`src/rtl/seg7_pkg.sv`:
```
// Purpose : shared constants, types and segment table for the 8-digit
//           seven-segment scan driver.
// Ports   : none (package).
package seg7_pkg;

  localparam int unsigned NUM_DIGITS = 8;
  localparam int unsigned NIB_W      = 4;
  localparam int unsigned SEG_W      = 7;
  localparam int unsigned IDX_W      = 3;
  localparam int unsigned DATA_W     = NUM_DIGITS * NIB_W;

  localparam logic [SEG_W-1:0]      SEG_BLANK = 7'h7F;
  localparam logic [NUM_DIGITS-1:0] AN_NONE   = 8'hFF;

  // Active-low {g,f,e,d,c,b,a} patterns, entry n is hex digit n.
  localparam logic [15:0][SEG_W-1:0] SEG_TABLE = {
    7'h0E, 7'h06, 7'h21, 7'h46, 7'h03, 7'h08, 7'h10, 7'h00,
    7'h78, 7'h02, 7'h12, 7'h19, 7'h30, 7'h24, 7'h79, 7'h40
  };

  // Pin-level drive of the display for one cycle.
  typedef struct packed {
    logic [NUM_DIGITS-1:0] an;
    logic [SEG_W-1:0]      cath;
  } seg7_drive_t;

  localparam seg7_drive_t DRIVE_DARK = '{an: AN_NONE, cath: SEG_BLANK};

  // Active-low one-hot anode enable for digit idx.
  function automatic logic [NUM_DIGITS-1:0] an_select(input logic [IDX_W-1:0] idx);
    return ~(NUM_DIGITS'(1) << idx);
  endfunction

endpackage

```
`src/rtl/seg7_scan_driver_if.sv`:
```
// Purpose : bundles the load side (data_in/valid_in/blank_mask) and the
//           display pins (AN/CATH/loaded) of the scan driver.
// Signals : data_in[31:0], valid_in, blank_mask[7:0]  -> driver
//           AN[7:0], CATH[6:0], loaded                <- driver
// Modports: master = producer/board side, slave = seg7_scan_driver.
interface seg7_scan_driver_if;
  import seg7_pkg::*;

  logic [DATA_W-1:0]     data_in;
  logic                  valid_in;
  logic [NUM_DIGITS-1:0] blank_mask;
  logic [NUM_DIGITS-1:0] AN;
  logic [SEG_W-1:0]      CATH;
  logic                  loaded;

  modport master (
    output data_in, valid_in, blank_mask,
    input  AN, CATH, loaded
  );

  modport slave (
    input  data_in, valid_in, blank_mask,
    output AN, CATH, loaded
  );

endinterface

```
`src/rtl/seg7_hex_decode.sv`:
```
// Purpose : combinational hex nibble to active-low seven-segment decode.
// Ports   : i_nibble[3:0] hex digit in
//           o_seg_c[6:0]  active-low {g,f,e,d,c,b,a} out (combinational)
module seg7_hex_decode
  import seg7_pkg::*;
(
  input  logic [NIB_W-1:0] i_nibble,
  output logic [SEG_W-1:0] o_seg_c
);

  assign o_seg_c = SEG_TABLE[i_nibble];

endmodule

```
`src/rtl/seg7_scan_driver.sv`:
```
// Purpose : latches a 32-bit word on valid_in into a shadow register and
//           time-multiplexes it as 8 hex digits onto active-low AN/CATH
//           lines, with one dark cycle per digit slot against ghosting.
// Ports   : clk, rst_n (async active-low)
//           bus (seg7_scan_driver_if.slave): data_in, valid_in, blank_mask
//           in; AN, CATH, loaded out (all registered).
// Params  : REFRESH_DIV (>= 2) clock cycles per digit slot.
// Config  : define SEG7_LEADING_ZERO_BLANK_EN to darken leading zero
//           digits 7..1; digit 0 always shows once loaded.
module seg7_scan_driver
  import seg7_pkg::*;
#(
  parameter int unsigned REFRESH_DIV = 100000
) (
  input  logic              clk,
  input  logic              rst_n,
  seg7_scan_driver_if.slave bus
);

  localparam int unsigned CNT_W = (REFRESH_DIV > 1) ? $clog2(REFRESH_DIV) : 1;

  logic [CNT_W-1:0]  r_cnt;
  logic [IDX_W-1:0]  r_idx;
  logic [DATA_W-1:0] r_val;
  logic              r_loaded;
  seg7_drive_t       r_drive;

  logic              w_tick;
  logic [NIB_W-1:0]  w_nib;
  logic [SEG_W-1:0]  w_seg;
  logic              w_lz_dark;
  logic              w_lit;
  seg7_drive_t       w_drive_nxt;

  assign w_tick = (r_cnt == CNT_W'(REFRESH_DIV - 1));

  // Slot prescaler and digit index.
  always_ff @(posedge clk or negedge rst_n) begin
    if (!rst_n) begin
      r_cnt <= '0;
      r_idx <= '0;
    end else if (w_tick) begin
      r_cnt <= '0;
      r_idx <= r_idx + IDX_W'(1);
    end else begin
      r_cnt <= r_cnt + CNT_W'(1);
    end
  end

  // Shadow register; the last strobe wins, loaded sticks until reset.
  always_ff @(posedge clk or negedge rst_n) begin
    if (!rst_n) begin
      r_val    <= '0;
      r_loaded <= 1'b0;
    end else if (bus.valid_in) begin
      r_val    <= bus.data_in;
      r_loaded <= 1'b1;
    end
  end

  assign w_nib = NIB_W'(r_val >> {r_idx, 2'b00});

  seg7_hex_decode u_decode (
    .i_nibble (w_nib),
    .o_seg_c  (w_seg)
  );

`ifdef SEG7_LEADING_ZERO_BLANK_EN
  // Dark when this nibble and every nibble above it are zero.
  assign w_lz_dark = (r_idx != '0) && ((r_val >> {r_idx, 2'b00}) == '0);
`else
  assign w_lz_dark = 1'b0;
`endif

  assign w_lit = r_loaded && !bus.blank_mask[r_idx] && !w_lz_dark;

  // Next pin drive; the tick cycle loads dark so slot changes have a gap.
  always_comb begin
    w_drive_nxt = DRIVE_DARK;
    if (!w_tick && w_lit) begin
      w_drive_nxt.an   = an_select(r_idx);
      w_drive_nxt.cath = w_seg;
    end
  end

  always_ff @(posedge clk or negedge rst_n) begin
    if (!rst_n) begin
      r_drive <= DRIVE_DARK;
    end else begin
      r_drive <= w_drive_nxt;
    end
  end

  assign bus.AN     = r_drive.an;
  assign bus.CATH   = r_drive.cath;
  assign bus.loaded = r_loaded;

endmodule

```
`src/flat_wrapper.sv`:
```
// flat-port wrapper written by rule: the top's interface ports become plain ports
module seg7_scan_driver_flat import seg7_pkg::*;
#(
  parameter int unsigned REFRESH_DIV = 100000
)
  (clk, rst_n, bus_data_in, bus_valid_in, bus_blank_mask, bus_AN, bus_CATH, bus_loaded);
  seg7_scan_driver_if bus_i ();
  input  logic clk;
  input  logic rst_n;
  input wire logic [$bits(bus_i.data_in)-1:0] bus_data_in;
  input wire logic [$bits(bus_i.valid_in)-1:0] bus_valid_in;
  input wire logic [$bits(bus_i.blank_mask)-1:0] bus_blank_mask;
  output wire logic [$bits(bus_i.AN)-1:0] bus_AN;
  output wire logic [$bits(bus_i.CATH)-1:0] bus_CATH;
  output wire logic [$bits(bus_i.loaded)-1:0] bus_loaded;
  assign bus_i.data_in = bus_data_in;
  assign bus_i.valid_in = bus_valid_in;
  assign bus_i.blank_mask = bus_blank_mask;
  assign bus_AN = bus_i.AN;
  assign bus_CATH = bus_i.CATH;
  assign bus_loaded = bus_i.loaded;
  seg7_scan_driver #(.REFRESH_DIV(REFRESH_DIV)) u_core (.clk(clk), .rst_n(rst_n), .bus(bus_i));
endmodule
```
`config.mk`:
```
export PLATFORM = sky130hd
export DESIGN_NAME = seg7_scan_driver_flat
export DESIGN_NICKNAME = d
export VERILOG_FILES = /design/src/rtl/seg7_pkg.sv /design/src/rtl/seg7_scan_driver_if.sv /design/src/rtl/seg7_hex_decode.sv /design/src/rtl/seg7_scan_driver.sv /design/src/flat_wrapper.sv
export SDC_FILE = /design/constraint.sdc
export NUM_CORES = 1
export LEC_CHECK = 0
export CAP_MARGIN = 30
export CORE_MARGIN = 2
export CORE_UTILIZATION = 40
export CTS_BUF_LIST = sky130_fd_sc_hd__clkbuf_8
export DETAILED_ROUTE_END_ITERATION = 10
export GPL_TIMING_DRIVEN = 0
export SYNTH_ARGS = -nofsm -noshare
export SYNTH_HDL_FRONTEND = slang
export SYNTH_SLANG_ARGS = --single-unit
```
`constraint.sdc`:
```
create_clock -name clk -period 2.4 [get_ports clk]
set_input_delay 0.36 -clock clk [delete_from_list [all_inputs] [get_ports clk]]
set_output_delay 0.36 -clock clk [all_outputs]
set_load 0.05 [all_outputs]
```
Word-level counts from Yosys, hierarchy flattened --
Memories as Yosys holds them, arrays and structs flattened. Index checks and enable logic that the tools add are counted.
Word-level totals: memories kept 1, ROM bits 112, register bits after elaboration 68, input bits 43, word-level logic and storage cells 24, output and inout port bits 16
Operators by class: equal/unequal tests 1, add/sub/neg operators 2, reduce and logical (&&, ||, !) cells 4, multiplexer cells 5, order comparisons 2, bitwise logic cells 1, shift-type cells 2
Memories:
- (name not given) | words 16, bits a word 7, rd ports 1, clocked after Yosys merged registers in 0, wr ports 0, line seg7_hex_decode.sv:11 | assign o_seg_c = SEG_TABLE[i_nibble];
Operators with widths (number):
- >> shifter 32 x 5 -> 4 bit | 1
- adder 17 x 1 -> 17 bit (second input constant) | 1
- equality test 17 bit (second input constant) | 1
- 2-to-1 mux 17 bit | 1
- 2-to-1 mux 15 bit | 1
- NOT 8 bit | 1
- left shift 1 x 3 -> 8 bit (first input constant) | 1
- 2-to-1 mux 7 bit | 1
- less-than comparator 4 x 5 -> 1 bit (second input constant) | 1
- less-than comparator 3 x 4 -> 1 bit (second input constant) | 1
- adder 3 x 1 -> 3 bit (second input constant) | 1
- binary-select mux 1 bit (select 3 bit) | 1
- logical AND 1 bit | 2
- logical NOT 1 bit | 2
- 2-to-1 mux 1 bit | 1

Longest topological paths before layout --
Gate-level depths: netlist of the first run.
depth after elaboration 6, gate-level depth with buffers 10, gate-level depth less buffers 9

Cells and area by module --
A second synthesis of the first run with hierarchy kept.
Unflattened totals: cells, all modules 249, area total of the unflattened synthesis 3279.4 um^2
Modules (own cells, without submodules):
- seg7_scan_driver | times used 1, area each 3004.1 um^2, cells each 217, sequential area each 1720.4 um^2
- seg7_hex_decode | times used 1, area each 275.3 um^2, cells each 32, sequential area each 0.0 um^2

Least setup slack after synthesis of the first run --
No wires, ideal clock.
kind reg-to-reg, start point register u_core.r_idx[0], end point register u_core.r_drive (netlist bit u_core.bus.CATH[3]), data arrival time 2.045 ns, buffers on the path 1, cell stages (with the launch flop) 8, path slack 0.283 ns, library setup time 0.072 ns, required time 2.328 ns, period minus slack after synthesis 2.117 ns, cell sequence dfrtp_1 -> buf_6 -> mux4_2 -> mux2_2 -> inv_1 -> ha_1 -> o211a_1 -> o21ai_1
RTL lines:
- from (decl) | line seg7_scan_driver.sv:23 | logic [IDX_W-1:0] r_idx;
- from (signal assigned) | line seg7_scan_driver.sv:44 | r_idx <= r_idx + IDX_W'(1);
- to (signal assigned) | line seg7_scan_driver.sv:90 | r_drive <= w_drive_nxt;
- to (decl) | line seg7_scan_driver.sv:26 | seg7_drive_t r_drive;

==> results of run 1 <==
-- worst max-delay path: stages (launching register included) --
cell,delay (ns)
dfrtp_2,0.41
buf_8,0.18
mux4_2,0.51
mux2_2,0.35
ha_1,0.25
mux2_1,0.30
nor2_1,0.10
o21ai_1,0.08
-- power breakdown --
part           total [mW]  switching, mW  internal, mW
combinational       0.371          0.178         0.193
clock                1.16          0.442         0.718
sequential           1.26         0.0298          1.23
total                2.79          0.650          2.14
-- state kept, by name, summed over array words and instances, names as in the netlist --
| signal | count |
|---|---|
| u_core.bus.AN | 8 |
| u_core.r_val | 32 |
| u_core.r_idx | 3 |
| u_core.bus.loaded | 1 |
| u_core.r_cnt | 17 |
| u_core.bus.CATH | 7 |
-- routing by layer --
| layer | part of all wire, % | vias to the layer above |
|---|---|---|
| li1 | - | 1005 |
| met1 | 46 | 1035 |
| met2 | 47 | 51 |
| met3 | 5.0 | 11 |
| met4 | 2.1 | 0 |
| met5 | 0 | - |
-- worst min-delay path by stage --
stage                          from                 to  slack (ns)  cells past startpoint
floorplan                     rst_n  u_core.bus.loaded        0.06                      0
global placement    u_core.r_cnt[0]    u_core.r_cnt[0]        0.44                      1
detailed placement  u_core.r_cnt[0]    u_core.r_cnt[0]        0.45                      1
CTS                           rst_n   u_core.r_val[27]        0.14                      1
global route                  rst_n   u_core.r_val[27]        0.18                      1
finish                        rst_n   u_core.r_val[27]        0.11                      1
-- cells by family (layout without fill, tap and decap cells) --
group                    count (synthesis)  in the layout  share of synthesized area, %
AO/OA/AOI/OAI                           16             16                          3.19
XOR/XNOR                                15             15                          4.08
adder cells (fa/ha/maj)                 13             13                          5.05
buffers and inverters                   18             92                          2.95
flip-flops                              68             68                          53.5
multiplexers                            48             48                          21.0
AND/OR/NAND/NOR                         66             66                          10.2
-- layout make-up --
class	instances	area, um^2	area share (%)
Sequential cell	68	1720	41.2
Multi-Input combinational cell	158	1410	33.7
Timing Repair Buffer	58	576	13.8
Clock buffer	10	138	3.29
Tap cell	102	128	3.05
Clock inverter	6	111	2.66
Buffer	12	76.3	1.83
Inverter	6	22.5	0.539
-- through the flow --
stage          instance area, um^2  hold slack, ns  TNS, ns  utilization [%]
2_1_floorplan                 3220          0.0644        0                -
3_5_place_dp                  3910           0.446        0             50.4
6_report                      4180           0.107        0             53.8
4_1_cts                       4160           0.142        0             53.6
5_1_grt                       4180           0.176        0             53.8
3_3_place_gp                  3920           0.440   -80.04             50.4
-- repair_timing --
| action | CTS | global route |
|---|---|---|
| setup buffers | 0 | 1 |
| setup endpoints to repair | 0 | 4 |
| gates resized for setup | 0 | 5 |
-- cell usage after synthesis (all sizes together), types with 3 or more instances --
cell type and count:
mux4 10, o221ai 3, mux2 34, nand4 3
dfstp 15, mux2i 4, clkbuf 5, nand3 12
and3 5, inv 6, buf 7, a21oi 4
dfrtp 53, xor2 6, nor2 13, nand2 19
o21ai 5, ha 13, xnor2 9
==> impl_metrics.tcl, run 1 <==
set metrics [dict create \
    synth_area_um2 3220 \
    ys_top_cells_by_area "dfrtp_1 (41%), dfstp_2 (12%), mux2_2 (12%)" \
    crit_end "u_core.bus.CATH[3]" \
    drv_cap 0 \
    dp_cells 403 \
    tightest_slew_ns 0.822 \
    cts_tree "done" \
    dpl.hpwl_um 4440 \
    synth_warnings 0 \
    worstSetupStartpointType "register" \
    avgSynthCellArea_um2 13.2 \
    cts_hold_buffers 0 \
    hold_path_class "input pin to asynchronous set/reset pin" \
    path_clk_slew_ns 0.08 \
    cts-root-buf "clkbuf_8" \
    vias 2102 \
    clockBufferDepth 2 \
    wl_per_cell_um 14.5 \
    layout_commonest_cell "clkdlybuf4s50_1" \
    core_area_um2 7770 \
    dieArea_um2 8780 \
    final.setup_skew_ns 0.00782 \
    met3_usage_pct 3.61 \
    ys_ff_latch 68 \
    reg2reg_from "u_core.r_idx[0]" \
    rsz0062_at_grt "false" \
    gr-usage-met1_pct 21.6 \
    cp-end-kind "register" \
    grtUsageTotal_pct 15.9 \
    grt_pass1_vias 2168 \
    final_cell_mix "clkdlybuf4s50_1 (56), dfrtp_1 (52), mux2_2 (33), nand2_1 (18), dfstp_2 (15)" \
    r2r-end "u_core.bus.CATH[3]" \
    hold_viol 0 \
    ys.flop_type "dfrtp_1" \
    r2r_slack_ns 0.15 \
    antenna_found_initial 0 \
    yosysTopAreaCell "dfrtp_1" \
    firstDrtPassIters 4 \
    fill_cells 692 \
    cp.required_ns 2.68 \
    drtIter0Drc 79 \
    wl_um 6070 \
    slew_viol_final 0 \
    synth_top_cell_area_share_pct 41.2 \
    slew_headroom_pct 45.2 \
    crit_fanout 10 \
    grt_pass1_wl_um 10600 \
    grt.busiest_layer "met2" \
    power_density_nw_per_um2 667 \
    ios 59 \
    arrival_ns 2.53 \
    synth_edf_count 0 \
    dp_slack_ns 0.0522 \
    crit_start "u_core.r_idx[0]" \
    cts_max_level 3 \
    start_util_pct 41.4 \
    die_y_um 93.7 \
    via_per_inst 5.00 \
    grt_max_degree 69 \
    reg2regPathDepth 7 \
    rows 32 \
    ir_drop_mv 0.341 \
    p_total_mw 2.79 \
    syn_to_final_growth_pct 29.9 \
    synthCells 244 \
    drc 0 \
    ant_nets 0 \
    use_met2_pct 24.2 \
    p_leak_nw 1.72 \
    min_period_over_period_pct 93.8 \
    finalSetupViolCount 0 \
    die_x_um 93.7 \
    layout.nets 369 \
    cts.sinks 68 \
    diodes 0 \
    layoutNonFillerInstCount 420 \
    status "completed" \
    synth_seq_area_share_pct 53.5 \
    finalCriticalPeriod_ns 2.25 \
    io_buffers 57 \
    max_freq_ghz 0.444 \
    path_class "register to register" \
    clk_latency_ns 0.35 \
    async_flop_share_pct 100 \
    drive_gt1_share_pct 28.9 \
    overflow 0 \
    numCtsBuffers 9 \
    synth_nets 300 \
    synth.distinct_cells 39 \
    gp_congestion 0.816 \
    layout_setup_ws_ns 0.150 \
]
No activity file was read; power rests on OpenSTA's default activity.
==> inputs of run 2 (changes only) <==
Settings changed: CORE_MARGIN 2 to 8, SKIP_LAST_GASP from default to 1, SYNTH_HIERARCHICAL from default to 1.
==> impl_metrics.tcl, run 2 <==
set metrics [dict create \
    power_density_nw_per_um2 595 \
    numCtsBuffers 9 \
    tightest_slew_ns 0.838 \
    die_y_um 107 \
    switching_share_pct 25.4 \
    status "completed" \
    io_buffers 57 \
    cts_max_level 3 \
    yosysTopAreaCell "dfrtp_1" \
    overflow 0 \
    top_register "u_core/r_val" \
    ys_top_cells_by_area "dfrtp_1 (40%), dfstp_2 (12%), mux2_2 (11%)" \
    min_period_over_period_pct 98.5 \
    drtIter0Drc 42 \
    drc 0 \
    async_flop_share_pct 100 \
    slew_headroom_pct 44.1 \
    largest_register_ffs 32 \
    met3_usage_pct 4.30 \
    synthCells 249 \
    arrival_ns 2.64 \
    cp-end-kind "register" \
    start_util_pct 40.5 \
    rsz0062_at_grt "true" \
    finalCriticalPeriod_ns 2.36 \
    synth_warnings 6 \
    utilization_pct 53.0 \
    final.setup_skew_ns 0.0150 \
    grtUsageTotal_pct 12.5 \
    wl_per_cell_um 14.9 \
    seq_area_um2 1720 \
    fill_cells 721 \
    clkPwrFrac_pct 35.8 \
    synth_nets 306 \
    gr-usage-met1_pct 16.3 \
    ir_drop_mv 0.285 \
    grt_pass1_vias 2254 \
    max_freq_ghz 0.423 \
    wl_um 6480 \
    firstDrtPassIters 4 \
    p_sw_mw 0.648 \
    finalSetupViolCount 0 \
    core_area_um2 8090 \
    drv_cap 0 \
    grt_pass1_wl_um 11200 \
    worstSetupStartpointType "register" \
    syn_to_final_growth_pct 30.9 \
    via_per_inst 4.95 \
    synth.distinct_cells 39 \
    gp_congestion 0.782 \
    hold_path_class "input pin to asynchronous set/reset pin" \
    setup_tns_ns 0 \
    cp.required_ns 2.68 \
    slew_viol_final 0 \
    layout_commonest_cell "clkdlybuf4s50_1" \
    path_clk_slew_ns 0.08 \
    crit_fanout 5 \
    vias 2149 \
    rows 33 \
    cts_hold_buffers 0 \
    drive_gt1_share_pct 30.4 \
    ys.flop_type "dfrtp_1" \
    synth_top_cell_area_share_pct 40.4 \
    antenna_found_initial 0 \
    use_met2_pct 18.0 \
    final_cell_mix "clkdlybuf4s50_1 (56), dfrtp_1 (52), mux2_2 (33), nand2_1 (19), dfstp_2 (15)" \
    clockBufferDepth 2 \
    hold_viol 0 \
    comb_power_share_pct 15.0 \
    ios 59 \
    cts.sinks 68 \
    path_class "register to register" \
    synth_common_cells "dfrtp_1 (53), mux2_2 (33), nand2_1 (25)" \
    synth_seq_area_share_pct 52.5 \
    avgSynthCellArea_um2 13.2 \
    grt.busiest_layer "met2" \
    dpl.hpwl_um 4740 \
    cts_tree "done" \
    internal-power_mw 1.90 \
    p_leak_nw 1.78 \
    synth_edf_count 0 \
    dieArea_um2 11400 \
    clk_latency_ns 0.34 \
    yosysMostFrequentCell "dfrtp_1" \
    seq_power_share_pct 49.2 \
    ant_nets 0 \
    cts-root-buf "clkbuf_8" \
    synth_area_um2 3280 \
    multi_input_area_um2 1510 \
    ys_ff_latch 68 \
    diodes 0 \
    layout.nets 381 \
    grt_max_degree 69 \
    die_x_um 107 \
]
[run 2: cell types whose count changed after synthesis, moves of 3 or more]
| cell | previous run | this run |
|---|---|---|
| o221ai_1 | 3 | 0 |
| and3_1 | 5 | 0 |
| buf_2 | 4 | 1 |
| nand4b_1 | 0 | 3 |
| o21ai_1 | 3 | 0 |
| nand3_1 | 12 | 6 |
| xor2_1 | 6 | 3 |
| nand2_1 | 19 | 25 |
| mux2i_1 | 2 | 7 |
| or2_1 | 1 | 7 |
[run 2: cell type report]
class                      instances  share of cell area, %
sequential                        68                   40.1
multi-input combinational        165                   35.1
timing repair buffer              64                   14.9
tap                              105                   3.06
clock buffer                       9                   2.89
buffer                             9                   1.72
clock inverter                     7                   1.60
inverter                           7                  0.670
[run 2: final timing paths]
kind | slack [ns] | cells past startpoint | end | startpoint
min reg2reg | 0.49 | 1 | u_core/r_cnt[0] | u_core/r_cnt[0]
min in group clk | 0.44 | 2 | u_core/r_val[1] | bus_valid_in
max in group asynchronous | 1.70 | 1 | u_core/r_idx[0] | rst_n
min | 0.11 | 1 | u_core/r_val[10] | rst_n
max | 0.04 | 10 | u_core/bus.CATH[0] | u_core/r_idx[0]
max reg2reg | 0.04 | 10 | u_core/bus.CATH[0] | u_core/r_idx[0]
[run 2: cells by family after synthesis]
kind of cell,synth area share (%)
AO/OA/AOI/OAI,1.76
adder cells (fa/ha/maj),5.34
flip-flops,52.5
buffers and inverters,2.44
multiplexers,21.1
AND/OR/NAND/NOR,13.1
XOR/XNOR,3.74
[run 2: critical path: stages (launching register included)]
cell,delay (ns)
dfrtp_2,0.40
buf_12,0.13
mux4_2,0.54
nand2_2,0.10
nand2_4,0.09
inv_4,0.08
ha_2,0.18
and2b_2,0.22
or3b_1,0.36
o21ai_0,0.08
or2_1,0.12
[run 2: metal layers]
| layer | wire [um] | up-vias |
|---|---|---|
| met1 | 3090 | 1058 |
| met4 | 113 | 0 |
| met5 | 0 | - |
| li1 | - | 1029 |
| met3 | 431 | 10 |
| met2 | 2840 | 52 |
[run 2: what timing repair did]
| item | CTS | global route |
|---|---|---|
| setup endpoints to repair | 7 | 5 |
| hold endpoints to repair | 0 | 0 |
| pin swaps | 0 | 1 |
| setup buffers | 1 | 5 |
| cloned | 0 | 1 |
| resized for setup | 9 | 11 |
[run 2: stage by stage]
| stage | power (mW) | area [um^2] | hold WS (ns) | cells | setup slack, ns |
|---|---|---|---|---|---|
| floorplan | 1.50 | 3280 | 0.0644 | 249 | 0.0103 |
| CTS | 2.59 | 4200 | 0.146 | 428 | -0.0677 |
| detailed placement | 1.66 | 3980 | 0.480 | 411 | -0.485 |
| finish | 2.55 | 4290 | 0.106 | 434 | 0.0372 |
| global placement | 1.65 | 3980 | 0.473 | 411 | -1.30 |
| global route | 2.68 | 4290 | 0.179 | 434 | -0.0438 |
[run 2: power groups by stage]
| stage | Clock (mW) | Combinational (mW) | Sequential (mW) |
|---|---|---|---|
| 2_1_floorplan | 0 | 0.172 | 1.33 |
| 3_3_place_gp | 0 | 0.377 | 1.27 |
| 3_5_place_dp | 0 | 0.380 | 1.28 |
| 4_1_cts | 0.946 | 0.383 | 1.26 |
| 5_1_grt | 0.998 | 0.420 | 1.26 |
| 6_report | 0.915 | 0.383 | 1.25 |
==> inputs of run 3 (changes only) <==
Settings changed: CORE_MARGIN 8 to default.
==> impl_metrics.tcl, run 3 (synthesis gave the netlist of run 2 again) <==
set metrics [dict create \
    status "completed" \
    cts.sinks 68 \
    layout_commonest_cell "clkdlybuf4s50_1" \
    placed_area_um2 3980 \
    r2r-end "u_core/bus.CATH[6]" \
    cp.required_ns 2.67 \
    clockBufferDepth 2 \
    cts_tree "done" \
    die_y_um 92.5 \
    cp-end-kind "register" \
    tightest_slew_ns 0.848 \
    clkPwrFrac_pct 41.3 \
    seq_power_share_pct 44.8 \
    drv_cap 0 \
    path_clk_slew_ns 0.08 \
    io_buffers 57 \
    path_class "register to register" \
    final_cell_mix "clkdlybuf4s50_1 (56), dfrtp_1 (52), mux2_2 (33), nand2_1 (20), dfstp_2 (15)" \
    grt_pass1_wl_um 10300 \
    p_total_mw 2.80 \
    cts-root-buf "clkbuf_8" \
    start_util_pct 41.8 \
    wl_per_cell_um 14.4 \
    crit_start "u_core/r_idx[0]" \
    overflow 0 \
    die_x_um 92.5 \
    layout.nets 379 \
    final_area_um2 4320 \
    slew_headroom_pct 43.5 \
    via_per_inst 4.94 \
    power_density_nw_per_um2 649 \
    r2r_slack_ns 0.07 \
    slew_viol_final 0 \
    worstSetupStartpointType "register" \
    reg2reg_from "u_core/r_idx[0]" \
    drtIter0Drc 69 \
    drc 0 \
    dieArea_um2 8560 \
    crit_fanout 10 \
    crit_end "u_core/bus.CATH[6]" \
    ios 59 \
    p_sw_mw 0.670 \
    arrival_ns 2.61 \
    antenna_found_initial 0 \
    multi_input_area_um2 1510 \
    core_area_um2 7850 \
    fill_cells 692 \
    grtUsageTotal_pct 15.9 \
    numCtsBuffers 9 \
    grt_max_degree 69 \
    syn_to_final_growth_pct 31.7 \
    grt_pass1_vias 2162 \
    max_freq_ghz 0.428 \
    ir_drop_mv 0.329 \
    final.setup_skew_ns 0.0107 \
    vias 2119 \
    finalSetupViolCount 0 \
    gp_congestion 0.738 \
    top_register "u_core/r_val" \
    hold_viol 0 \
    drive_gt1_share_pct 30.3 \
    ant_nets 0 \
    p_leak_nw 1.79 \
    internal-power_mw 2.13 \
    largest_register_ffs 32 \
    hold_path_class "input pin to asynchronous set/reset pin" \
    comb_power_share_pct 13.9 \
    min_period_over_period_pct 97.3 \
    cts_max_level 3 \
    diodes 0 \
    switching_share_pct 23.9 \
    clk_latency_ns 0.35 \
    dpl.hpwl_um 4290 \
    seq_area_um2 1720 \
    finalCriticalPeriod_ns 2.33 \
    reg2regPathDepth 9 \
    wl_um 6180 \
    rows 32 \
    firstDrtPassIters 4 \
]
## run 3: routing by layer
metal | routed length, um | vias up | global-route usage (%) | part of all wire, %
met3 | 332 | 4 | 5.01 | 5.4
li1 | - | 1030 | - | -
met4 | 52 | 0 | 5.86 | 0.84
met2 | 2670 | 61 | 22.7 | 43
met5 | 0 | - | 0 | 0
met1 | 3130 | 1024 | 22.6 | 51
## run 3: final cells by class
type	count	area share (%)
sequential	68	39.9
multi-input combinational	165	35.1
timing repair buffer	62	14.0
tap	102	2.95
clock buffer	9	2.87
clock inverter	7	2.81
buffer	9	1.71
inverter	7	0.724
## run 3: stage by stage
step	TNS [ns]	setup WS [ns]	util (%)	hold WS [ns]	std cells
floorplan	0	0.0103	-	0.0644	249
finish	0	0.0655	55.0	0.0987	429
global placement	-81.32	-1.35	50.7	0.472	408
CTS	0	0.0129	54.3	0.138	426
global route	-0.00725	-0.00725	55.0	0.160	429
detailed placement	-2.04	-0.465	50.7	0.484	408
## run 3: worst min path at each step
stage               slack, ns  cells after the start                 to
floorplan                0.06                      0  u_core/bus.loaded
global placement         0.47                      1    u_core/r_cnt[0]
detailed placement       0.48                      1    u_core/r_cnt[0]
CTS                      0.14                      1    u_core/r_val[9]
global route             0.16                      1    u_core/r_val[9]
finish                    0.1                      1    u_core/r_val[9]
## run 3: worst max-delay path: stages (launching register included)
cell     delay [ns]
dfrtp_2        0.40
buf_12         0.13
buf_4          0.18
mux4_2         0.51
nand2_1        0.09
nand2_1        0.10
buf_6          0.16
mux2_2         0.28
a22o_1         0.18
or2_1          0.22
## run 3: what timing repair did
action | in CTS | in global routing
gates cloned | 0 | 0
pin swaps | 0 | 3
resized for setup | 10 | 11
hold buffers | 0 | 0
setup buffers | 2 | 3
setup endpoints to repair | 7 | 3
## run 3: power by group through the flow
| stage | combinational (mW) | clock [mW] | sequential (mW) |
|---|---|---|---|
| final | 0.391 | 1.16 | 1.25 |
| after global routing | 0.424 | 1.23 | 1.26 |
| after global placement | 0.376 | 0 | 1.27 |
| after floorplan | 0.172 | 0 | 1.33 |
| after detailed placement | 0.377 | 0 | 1.28 |
| after CTS | 0.379 | 1.19 | 1.25 |
